===== config.mk =====
export PLATFORM = sky130hd
export DESIGN_NAME = hazard_ctrl
export DESIGN_NICKNAME = d
export VERILOG_FILES = /design/src/rtl/hazard_pkg.sv /design/src/rtl/hazard_ctrl_fwd_sel.sv /design/src/rtl/hazard_ctrl.sv
export SDC_FILE = /design/constraint.sdc
export NUM_CORES = 1
export LEC_CHECK = 0
export BUFFER_PORTS_ARGS = -buffer_cell sky130_fd_sc_hd__buf_2
export CORE_MARGIN = 8
export CORE_UTILIZATION = 47
export CTS_CLUSTER_DIAMETER = 30
export DETAILED_ROUTE_END_ITERATION = 7
export GPL_ROUTABILITY_DRIVEN = 0
export GPL_TIMING_DRIVEN = 0
export PLACE_DENSITY_LB_ADDON = 0.15
export SYNTH_ARGS = -nofsm -noshare
export SYNTH_HDL_FRONTEND = slang
export SYNTH_SLANG_ARGS = --single-unit

===== constraint.sdc =====
create_clock -name clk -period 2 [get_ports clk]
set_input_delay 0.3 -clock clk [delete_from_list [all_inputs] [get_ports clk]]
set_output_delay 0.3 -clock clk [all_outputs]
set_load 0.02 [all_outputs]

===== src/rtl/hazard_pkg.sv =====
// Shared types and encodings for the pipeline hazard controller.
package hazard_pkg;

    typedef enum logic {
        RUN   = 1'b0,
        FLUSH = 1'b1
    } state_t;

    localparam logic [1:0] FWD_RF  = 2'b00;
    localparam logic [1:0] FWD_EX  = 2'b01;
    localparam logic [1:0] FWD_MEM = 2'b10;
    localparam logic [1:0] FWD_WB  = 2'b11;

    localparam logic [4:0] REG_ZERO = 5'd0;

endpackage


===== src/rtl/hazard_ctrl_fwd_sel.sv =====
// Single-operand forwarding select for the EX operand mux; youngest producer wins.
module fwd_sel
    import hazard_pkg::*;
(
    input  logic [4:0] rs,
    input  logic       rs_used,
    input  logic       ex_valid,
    input  logic       ex_we,
    input  logic       ex_is_load,
    input  logic [4:0] ex_rd,
    input  logic       mem_valid,
    input  logic       mem_we,
    input  logic [4:0] mem_rd,
    input  logic       wb_valid,
    input  logic       wb_we,
    input  logic [4:0] wb_rd,
    output logic [1:0] sel
);

    logic rs_live;
    logic ex_hit;
    logic mem_hit;
    logic wb_hit;

    // x0 is hard-wired zero, so a non-zero rs also guarantees rd != 0 on a match.
    assign rs_live = rs_used && (rs != REG_ZERO);
    // Load data is not ready in EX; the load-use stall covers that case.
    assign ex_hit  = rs_live && ex_valid && ex_we && !ex_is_load && (ex_rd == rs);
    assign mem_hit = rs_live && mem_valid && mem_we && (mem_rd == rs);
    assign wb_hit  = rs_live && wb_valid && wb_we && (wb_rd == rs);

    always_comb begin
        sel = FWD_RF;
        if (ex_hit) begin
            sel = FWD_EX;
        end else if (mem_hit) begin
            sel = FWD_MEM;
        end else if (wb_hit) begin
            sel = FWD_WB;
        end
    end

endmodule


===== src/rtl/hazard_ctrl.sv =====
// Hazard/sequencing controller: stalls, redirect flush, forwarding selects, perf counters.
module hazard_ctrl
    import hazard_pkg::*;
#(
    parameter int FLUSH_CYCLES = 2,
    parameter int CNT_W        = 32
) (
    input  logic             clk,
    input  logic             rst,
    input  logic             id_have_inst,
    input  logic [4:0]       id_rs1,
    input  logic [4:0]       id_rs2,
    input  logic             id_rs1_used,
    input  logic             id_rs2_used,
    input  logic             ex_valid,
    input  logic             ex_we,
    input  logic             ex_is_load,
    input  logic [4:0]       ex_rd,
    input  logic             mem_valid,
    input  logic             mem_we,
    input  logic [4:0]       mem_rd,
    input  logic             wb_valid,
    input  logic             wb_we,
    input  logic [4:0]       wb_rd,
    input  logic             ex_redirect,
    input  logic             mem_busy,
    output logic             pc_stop,
    output logic             pipeline_stop,
    output logic             id_ex_bubble,
    output logic             control_hazard,
    output logic [1:0]       fwd_rs1_sel,
    output logic [1:0]       fwd_rs2_sel,
    output logic [CNT_W-1:0] stall_cycles,
    output logic [CNT_W-1:0] flush_events
);

    localparam int            FW      = (FLUSH_CYCLES > 2) ? $clog2(FLUSH_CYCLES) : 1;
    localparam logic [FW-1:0] FC_ONE  = FW'(1);
    localparam logic [FW-1:0] RELOAD  = FW'(FLUSH_CYCLES - 1);
    localparam logic [CNT_W-1:0] CNT_ONE = CNT_W'(1);

    function automatic logic [CNT_W-1:0] sat_inc(input logic [CNT_W-1:0] v);
        return (&v) ? v : v + CNT_ONE;
    endfunction

    state_t        state;
    logic [FW-1:0] flush_cnt;
    logic          in_flush;
    logic          redirect_acc;
    logic          load_use;
    logic          load_stall;
    logic [1:0]    rs1_sel_raw;
    logic [1:0]    rs2_sel_raw;

    assign in_flush     = (state == FLUSH);
    assign redirect_acc = !rst && ex_redirect && !mem_busy;

    assign load_use = id_have_inst && ex_valid && ex_is_load && (ex_rd != REG_ZERO) &&
                      ((id_rs1_used && (id_rs1 == ex_rd)) || (id_rs2_used && (id_rs2 == ex_rd)));

    // The ID instruction is discarded under control_hazard, so its load-use is moot.
    assign control_hazard = !rst && (redirect_acc || in_flush);
    assign load_stall     = !rst && !mem_busy && !control_hazard && load_use;
    assign pc_stop        = !rst && (mem_busy || load_stall);
    assign pipeline_stop  = pc_stop;
    assign id_ex_bubble   = !rst && !mem_busy && (control_hazard || load_stall);

    fwd_sel u_fwd_rs1 (
        .rs(id_rs1), .rs_used(id_rs1_used),
        .ex_valid(ex_valid), .ex_we(ex_we), .ex_is_load(ex_is_load), .ex_rd(ex_rd),
        .mem_valid(mem_valid), .mem_we(mem_we), .mem_rd(mem_rd),
        .wb_valid(wb_valid), .wb_we(wb_we), .wb_rd(wb_rd),
        .sel(rs1_sel_raw)
    );

    fwd_sel u_fwd_rs2 (
        .rs(id_rs2), .rs_used(id_rs2_used),
        .ex_valid(ex_valid), .ex_we(ex_we), .ex_is_load(ex_is_load), .ex_rd(ex_rd),
        .mem_valid(mem_valid), .mem_we(mem_we), .mem_rd(mem_rd),
        .wb_valid(wb_valid), .wb_we(wb_we), .wb_rd(wb_rd),
        .sel(rs2_sel_raw)
    );

    assign fwd_rs1_sel = rst ? FWD_RF : rs1_sel_raw;
    assign fwd_rs2_sel = rst ? FWD_RF : rs2_sel_raw;

    always_ff @(posedge clk) begin
        if (rst) begin
            state        <= RUN;
            flush_cnt    <= '0;
            stall_cycles <= '0;
            flush_events <= '0;
        end else begin
            if (pipeline_stop) begin
                stall_cycles <= sat_inc(stall_cycles);
            end
            if (redirect_acc) begin
                flush_events <= sat_inc(flush_events);
            end
            // Redirect (re)starts the flush window; mem_busy freezes it in place.
            if (redirect_acc) begin
                if (FLUSH_CYCLES > 1) begin
                    state     <= FLUSH;
                    flush_cnt <= RELOAD;
                end
            end else if (in_flush && !mem_busy) begin
                if (flush_cnt == FC_ONE) begin
                    state <= RUN;
                end else begin
                    flush_cnt <= flush_cnt - FC_ONE;
                end
            end
        end
    end

endmodule

# Yosys cells after proc, flatten, opt, wreduce, memory -nomap -nowiden
# Index checks and enable logic that the tools add are counted.
[word_totals]
input_bits = 39
word_cells = 86
reg_bits = 66
[classes]
muxes = 14
n_reduce_logical = 55
n_addsub = 3
bitwise = 2
eq_ne = 8
[op_table]
columns = ["cell", "n"]
rows = [
  ["$add 32x1->32 const B", 2],
  ["$reduce_and 32->1", 2],
  ["$eq 5x5->1", 8],
  ["$logic_and 1x1->1", 37],
  ["$mux 2", 8],
  ["$reduce_bool 5->1", 3],
  ["$mux 1", 6],
  ["$reduce_and 2->1", 3],
  ["$logic_not 1->1", 4],
  ["$logic_or 1x1->1", 4],
  ["$reduce_bool 2->1", 2],
  ["$not 1->1", 2],
  ["$sub 1x1->1 const B", 1],
]

# Logic depth before layout (Yosys ltp)
# Gate-level depths: netlist of the first run.
[depth]
depth_word = 11
mapped_depth = 9
mapped_depth_nobuf = 7

# Cells and area by module
# Synthesis of the first run repeated with hierarchy kept, for this count alone.
[unflattened]
cells_unflattened = 452
area_unflattened_um2 = 3831.2
[modules_own_cells]
columns = ["mod", "area_each_um2", "cells_each", "seq_area_each_um2", "instances"]
rows = [
  ["hazard_ctrl", 3345.7, 396, 1321.3, 1],
  ["fwd_sel", 242.7, 28, 0.0, 2],
]

# Worst setup path after synthesis of the first run
# OpenSTA, ideal clock, no wires.
[synth_path]
path_kind = "register to register"
from = "register flush_events[0]"
to = "register flush_events[30]"
setup_slack_ns = -0.440
period_less_slack_ns = 2.440
path_stages_with_launch = 8
path_buffers = 1
arrival_ns = 2.370
required_ns = 1.929
cell_sequence = "dfxtp_1 -> ha_1 -> inv_1 -> or4_4 -> or4b_1 -> buf_2 -> or3_1 -> a21oi_1"
[synth_via]
elab_chain_len = 3
word_cells_on_any_way = 4
[synth_lines]
columns = ["element", "line_no", "source"]
rows = [
  ["from (decl)", "hazard_ctrl.sv:34", "output logic [CNT_W-1:0] flush_events"],
  ["from (signal assigned)", "hazard_ctrl.sv:98", "flush_events <= sat_inc(flush_events);"],
  ["parallel branches: the longest is 3 deep, another holds $add 32x1->32", "n/a", ""],
]
# Several ways; the timed one is not identified.
# A chain may end at the register's enable or synchronous reset.

# Worst setup path after layout of the first run
[layout_path]
from = "register stall_cycles[13]"
to = "register stall_cycles[26]"
[layout_via]
elab_chain_len = 3
word_cells_on_any_way = 4
[layout_lines]
columns = ["element", "line_no", "source"]
rows = [
  ["from (decl)", "hazard_ctrl.sv:33", "output logic [CNT_W-1:0] stall_cycles,"],
  ["from (signal assigned)", "hazard_ctrl.sv:95", "stall_cycles <= sat_inc(stall_cycles);"],
  ["parallel branches: the longest is 3 deep, another holds $add 32x1->32", "n/a", ""],
]
# Several ways; the timed one is not identified.

==> results of run 1 <==
-- cells by family (layout without fill, tap and decap cells) --
kind of cell / Yosys count / after routing / synth area share [%]
AND/OR/NAND/NOR: 232 / 232 / 34.14
AO/OA/AOI/OAI: 82 / 83 / 13.12
flip-flops: 66 / 66 / 34.90
XOR/XNOR: 56 / 56 / 12.95
buffers and inverters: 32 / 200 / 3.437
multiplexers: 3 / 3 / 0.7932
adder cells (fa/ha/maj): 2 / 2 / 0.6608
-- stage by stage --
stage	power (W)	utilization [%]	instances
3_5_place_dp	0.001615	58.78	685
3_3_place_gp	0.001609	58.78	685
2_1_floorplan	0.001501	-	473
4_1_cts	0.003129	66.27	722
6_report	0.003220	76.48	744
5_1_grt	0.003306	76.48	744
-- layout make-up --
| cell class | count | share of cell area, % |
|---|---|---|
| multi-input cells | 376 | 49.41 |
| flip-flops and latches | 66 | 23.59 |
| repair buffers | 157 | 17.65 |
| clock buffers | 11 | 2.738 |
| well taps | 102 | 2.148 |
| plain buffers | 17 | 1.980 |
| clock inverters | 5 | 1.811 |
| inverters | 10 | 0.6740 |
-- tightest hold or removal path, delay by kind of cell --
family / cells / cell delay, ns
buffers and inverters: 1 / 0.13
and+or+nand+nor: 4 / 0.23
-- layer usage --
metal	vias up	part of all wire, %	wire length (µm)	global-route usage (%)
li1	2084	-	-	-
met1	2163	41	5812	26.15
met2	220	48	6881	34.58
met3	44	7.1	1003	6.273
met4	0	3.6	514	7.638
met5	-	0	0	0
-- sequential cells by signal, summed over array words and instances, names as in the netlist --
register,flops
flush_cnt,1
flush_events,32
stall_cycles,32
in_flush,1
-- cell usage after synthesis (4+ instances only) --
master,n,area (µm²)
dfxtp_1,66,1321
and4_1,4,35.03
nand2_1,28,105.1
nor3b_1,4,30.03
nand3_1,19,95.09
xnor2_1,21,183.9
nand4_1,31,193.9
buf_2,5,25.02
o21ai_0,17,85.08
and2_1,8,50.05
and3_1,10,62.56
a21oi_1,36,180.2
nor3_1,15,75.07
o31ai_1,18,135.1
xor2_1,35,306.5
nor2_1,54,202.7
inv_1,10,37.54
or3_1,15,93.84
clkbuf_1,15,56.30
or4_1,23,172.7
nor4_1,5,31.28
-- where the power goes --
group          internal (W)  total, W  leakage [nW]  switching [W]
Clock              0.000943   0.00151         0.135       0.000562
Sequential          0.00130   0.00131         0.554     0.00000875
Combinational      0.000180  0.000403          1.68       0.000223
-- cell usage in the layout (no fill, tap or decap), types with 7 or more instances in the layout --
| master | instances |
|---|---|
| a21oi_1 | 23 |
| a21oi_2 | 13 |
| and3_1 | 9 |
| buf_2 | 99 |
| buf_4 | 46 |
| buf_6 | 8 |
| clkbuf_1 | 8 |
| clkbuf_8 | 10 |
| dfxtp_1 | 32 |
| dfxtp_2 | 19 |
| dfxtp_4 | 15 |
| inv_1 | 9 |
| nand2_1 | 27 |
| nand3_1 | 17 |
| nand4_1 | 31 |
| nor2_1 | 48 |
| nor3_1 | 7 |
| o21ai_0 | 10 |
| o31ai_2 | 7 |
| o31ai_4 | 8 |
| or3_1 | 15 |
| or4_1 | 8 |
| or4_4 | 16 |
| xnor2_1 | 15 |
| xor2_1 | 35 |
-- what timing repair did --
item	4_1_cts	5_1_grt
setup endpoints to repair	53	67
pin swaps	19	60
buffers inserted	20	25
gates cloned	3	2
hold buffers	0	0
endpoints found under the hold margin	0	0
gates resized for setup	35	155
-- how the worst max path moves through the flow --
stage                                     to  cells after the start                          start
2_1_floorplan  flush_events[30]$_SDFFE_PP0P_                      7   flush_events[1]$_SDFFE_PP0P_
3_3_place_gp   stall_cycles[29]$_SDFFE_PP0P_                      9                            rst
3_5_place_dp    stall_cycles[8]$_SDFFE_PP0P_                      9                            rst
4_1_cts        flush_events[30]$_SDFFE_PP0P_                      7   flush_events[1]$_SDFFE_PP0P_
5_1_grt        stall_cycles[26]$_SDFFE_PP0P_                      8  stall_cycles[12]$_SDFFE_PP0P_
6_report       stall_cycles[26]$_SDFFE_PP0P_                      8  stall_cycles[13]$_SDFFE_PP0P_
==> out/qor.yml, run 1 <==
synthesis:
  synth.avg_cell_area_um2: 8.005
  ys_ff_latch: 66
  synth.net_count: 514
  synthDistinctLibCells: 43
  yosysWarnings: 0
  postSynthCellCount: 473
  ys_seq_area_share_pct: 34.90
  syn_area_um2: 3786
  synth_edf_count: 0
  async_flop_share_pct: 0
  synth_ff_type: "dfxtp_1"
worst_setup_path:
  critical_path_buf_inv_count: 2
  r2r-end: "stall_cycles[26]$_SDFFE_PP0P_"
  rr_worst_depth: 8
  endpoint_kind: "register"
  start_kind: "register"
  worstPathRequired_ns: 2.20
  worst_r2r_startpoint: "stall_cycles[13]$_SDFFE_PP0P_"
  r2r_slack_ns: -0.18
  slowest_stage: "a211o_4"
  crit_family: "compound AO/OA/AOI/OAI gates"
  crit_arrival_ns: 2.37
  crit_path_cell_trace: "and2_4, and4_4, and3_4, a211o_4, buf_8, buf_16, o31ai_1, a21oi_2"
  slowest_delay_ns: 0.41
  crit_fanout: 7
  criticalPathCategory: "reg -> reg"
hold_path:
  worstHoldStart: "ex_redirect"
  hp-class: "in -> reg"
  whs_path_depth: 5
  min_to: "flush_cnt$_SDFFE_PP0P_"
clock_tree:
  clk_latency_ns: 0.35
  cts_buffer_depth: 2
  cts_made_buffers: 9
  cts_root_buf: "clkbuf_8"
  clkTransAtPathRegs_ns: 0.10
  cts_max_level: 3
  cts_tree: "built"
  clkSinkCount: 66
die:
  initial_core_util_pct: 48.74
  dieArea_um2: 11180
  fp.dieH_um: 105.8
  die_x_um: 105.8
  pin_count: 111
  core_area_um2: 7767
  num_rows: 32
route:
  viasPerCell: 6.063
  finalWirelength_um: 14210
  final_antenna_net_count: 0
  drt_iter0_markers: 210
  num_vias: 4511
  drc: 0
  firstDrtPassIters: 5
  wl_per_cell_um: 19.10
grt:
  grt_util_all_layers_pct: 21.31
  grt_pass1_vias: 4304
  grt_overflow: 0
  grt_max_degree: 13
  grt_pass1_wl_um: 20260
  antenna_found_initial: 0
cells_and_area:
  final_nets: 678
  regArea_um2: 1401
  fillers: 532
  diodes: 0
  syn2layout_area_growth_pct: 56.91
  drive_gt1_share_pct: 48.75
  final_area_um2: 5941
  multi_input_area_um2: 2935
pwr:
  p_leak_nw: 2.368
  pwr_density_cell_nw_per_um2: 542.0
  peakVddDrop_mv: 0.4025
timing:
  clock_skew_ns: 0.02288
  rsz0062_at_grt: "true"
  setup_tns_ns: -2.746
  fin_crit_ns: 2.176
  finalHoldViolCount: 0
  relSlewSlack_pct: 58.93
  tightest_slew_ns: 0.6160
  setup_slack_ns: -0.1758
  timing.final.crit_share_pct: 108.8
  setup_violations: 35
  max_freq_mhz: 459.6
  whs_ns: 0.3645
  slew_viol_final: 0
place:
  place_area_um2: 4566
  place_ws_ns: -0.4449
  dp_hpwl_um: 8601
  port_buffers: 110
run:
  max_cap_viol_count: 0
outcome:
  failed_checks: "negative setup slack"
  status: "finished with violations"
(Power assumes the default switching activity.)
==> inputs of run 2 (changes only) <==
- SKIP_LAST_GASP: unset -> 1
- SLEW_MARGIN: unset -> 5
==> out/qor.yml, run 2 (same netlist as run 1, synthesis figures left out) <==
cells_and_area:
  drive_gt1_share_pct: 48.05  # was 48.75%
  layout_common_cells: "buf_2 (98), nor2_1 (48), buf_4 (45)"  # was buf_2 (99), nor2_1 (48), buf_4 (46)
  fillers: 538  # was 532
  final_common_cell: "buf_2"  # unchanged
  reg_top3: "flush_events: 32 flops, stall_cycles: 32 flops"  # unchanged
  syn2layout_area_growth_pct: 56.28  # was 56.91%
  fin_util_pct: 76.18  # was 76.48%
  final_area_um2: 5917  # was 5941 µm²
  diodes: 0  # unchanged
  final_nets: 677  # was 678
die:
  core_area_um2: 7767  # unchanged
  num_rows: 32  # unchanged
  die_x_um: 105.8  # unchanged
  dieArea_um2: 11180  # unchanged
  fp.dieH_um: 105.8  # unchanged
  pin_count: 111  # unchanged
  initial_core_util_pct: 48.74  # unchanged
timing:
  setup_tns_ns: -2.378  # was -2.746 ns
  rsz0062_at_grt: "true"  # unchanged
  relSlewSlack_pct: 59.28  # was 58.93%
  slew_viol_final: 0  # unchanged
  clock_skew_ns: 0.01381  # was 0.02288 ns
  setup_slack_ns: -0.1484  # was -0.1758 ns
  tightest_slew_ns: 0.6107  # was 0.6160 ns
  timing.final.crit_share_pct: 107.4  # was 108.8%
  max_freq_mhz: 465.5  # was 459.6 MHz
  fin_crit_ns: 2.148  # was 2.176 ns
  finalHoldViolCount: 0  # unchanged
  whs_ns: 0.3614  # was 0.3645 ns
  setup_violations: 32  # was 35
place:
  port_buffers: 110  # unchanged
  place_ws_ns: -0.4449  # unchanged
  place_area_um2: 4566  # unchanged
  dp_hpwl_um: 8601  # unchanged
worst_setup_path:
  start_kind: "register"  # unchanged
  crit_arrival_ns: 2.41  # was 2.37 ns
  r2r-end: "flush_events[26]$_SDFFE_PP0P_"  # was stall_cycles[26]$_SDFFE_PP0P_
  worstPathRequired_ns: 2.27  # was 2.20 ns
  crit_family: "simple AND/OR/NAND/NOR gates"  # was compound AO/OA/AOI/OAI gates
  rr_worst_depth: 6  # was 8
  crit_path_cell_trace: "ha_4, inv_4, or4_4, or4b_4, or3_1, a21oi_2"  # was and2_4, and4_4, and3_4, a211o_4, buf_8, buf_16, o31ai_1, a21oi_2
  endpoint_kind: "register"  # unchanged
  crit_fanout: 7  # unchanged
  criticalPathCategory: "reg -> reg"  # unchanged
  worst_r2r_startpoint: "flush_events[0]$_SDFFE_PP0P_"  # was stall_cycles[13]$_SDFFE_PP0P_
  slowest_stage: "or4b_4"  # was a211o_4
  critical_path_buf_inv_count: 1  # was 2
  slowest_delay_ns: 0.54  # was 0.41 ns
  r2r_slack_ns: -0.15  # was -0.18 ns
pwr:
  peakVddDrop_mv: 0.4000  # was 0.4025 mV
  p_switching_w: 0.0007802  # was 0.0007938 W
  p_leak_nw: 2.362  # was 2.368 nW
  p_int_w: 0.002426  # about the same
  switching_share_pct: 24.33  # was 24.65%
  clock_power_share_pct: 46.5  # was 46.7%
  p_seq_share_pct: 40.9  # was 40.7%
  p_comb_share_pct: 12.6  # was 12.5%
  pwr_density_cell_nw_per_um2: 541.9  # was 542.0 nW/µm²
clock_tree:
  cts_made_buffers: 9  # unchanged
  clk_latency_ns: 0.34  # was 0.35 ns
  cts_tree: "built"  # unchanged
  cts_buffer_depth: 2  # unchanged
  clkSinkCount: 66  # unchanged
  cts_max_level: 3  # unchanged
  hold_buffers: 0  # unchanged
  cts_root_buf: "clkbuf_8"  # unchanged
  clkTransAtPathRegs_ns: 0.07  # was 0.10 ns
grt:
  grt_max_degree: 13  # unchanged
  grt_util_all_layers_pct: 21.30  # was 21.31%
  grt_pass1_vias: 4299  # was 4304
  antenna_found_initial: 0  # unchanged
  grt_pass1_wl_um: 20240  # was 20260 µm
  grt_overflow: 0  # unchanged
route:
  drc: 0  # unchanged
  drt_iter0_markers: 230  # was 210
  viasPerCell: 6.054  # was 6.063
  num_vias: 4498  # was 4511
  final_antenna_net_count: 0  # unchanged
  wl_per_cell_um: 18.92  # was 19.10 µm
  firstDrtPassIters: 4  # was 5
  finalWirelength_um: 14060  # was 14210 µm
outcome:
  status: "finished with violations"  # unchanged
  failed_checks: "negative setup slack"  # unchanged
run:
  max_cap_viol_count: 0  # unchanged
hold_path:
  min_to: "flush_cnt$_SDFFE_PP0P_"  # unchanged
  worstHoldStart: "ex_redirect"  # unchanged
  hp-class: "in -> reg"  # unchanged
  whs_path_depth: 5  # unchanged
[run 2: changes by cell type in the layout (fill, tap and decap cells not counted), sizes merged]
cell	before	now
clkbuf	24	25
buf	161	159
[run 2: cell type report]
cell class	instances	area [µm²]	area share [%]
sequential	66	1401	23.68
clock inverter	5	107.6	1.819
multi-input combinational	376	2919	49.33
timing repair buffer	156	1041	17.59
buffer	17	117.6	1.988
clock buffer	11	162.7	2.749
tap	102	127.6	2.157
inverter	10	40.04	0.6767
[run 2: how the worst max path moves through the flow]
stage / startpoint / end / slack (ns) / cells after the start
6_report: flush_events[0]$_SDFFE_PP0P_ / flush_events[26]$_SDFFE_PP0P_ / -0.15 / 6
5_1_grt: flush_events[0]$_SDFFE_PP0P_ / flush_events[26]$_SDFFE_PP0P_ / -0.20 / 6
4_1_cts: flush_events[1]$_SDFFE_PP0P_ / flush_events[30]$_SDFFE_PP0P_ / -0.19 / 7
3_5_place_dp: rst / stall_cycles[8]$_SDFFE_PP0P_ / -0.44 / 9
3_3_place_gp: rst / stall_cycles[29]$_SDFFE_PP0P_ / -0.43 / 9
2_1_floorplan: flush_events[1]$_SDFFE_PP0P_ / flush_events[30]$_SDFFE_PP0P_ / -0.17 / 7
[run 2: worst reg2reg max path, stage by stage, from the launching register on]
cell and delay [ns]:
dfxtp_4 0.37, ha_4 0.15, inv_4 0.03, or4_4 0.53, or4b_4 0.54, or3_1 0.35
a21oi_2 0.12
[run 2: repair_timing]
| item | in CTS | in global routing |
|---|---|---|
| gates resized for setup | 34 | 151 |
| buffers inserted | 20 | 24 |
| endpoints found under the setup margin | 53 | 67 |
| pin swaps | 17 | 61 |
| gates cloned | 3 | 2 |
[run 2: power by group through the flow]
stage,Combinational (W),Sequential [W],Clock (W)
2_1_floorplan,0.000141,0.00136,0
3_3_place_gp,0.000253,0.00136,0
3_5_place_dp,0.000259,0.00136,0
4_1_cts,0.000297,0.00132,0.00151
5_1_grt,0.000424,0.00131,0.00157
6_report,0.000403,0.00131,0.00149
[run 2: stage by stage]
| stage | cells | power, W |
|---|---|---|
| floorplan | 473 | 0.001501 |
| global placement | 685 | 0.001609 |
| detailed placement | 685 | 0.001615 |
| CTS | 722 | 0.003129 |
| global route | 743 | 0.003304 |
| finish | 743 | 0.003206 |
[run 2: routing by layer]
metal | routed length, µm | GRT usage (%)
met1 | 5727 | 26.11
met2 | 6783 | 34.58
met3 | 1045 | 6.273
met4 | 501 | 7.638
met5 | 0 | 0
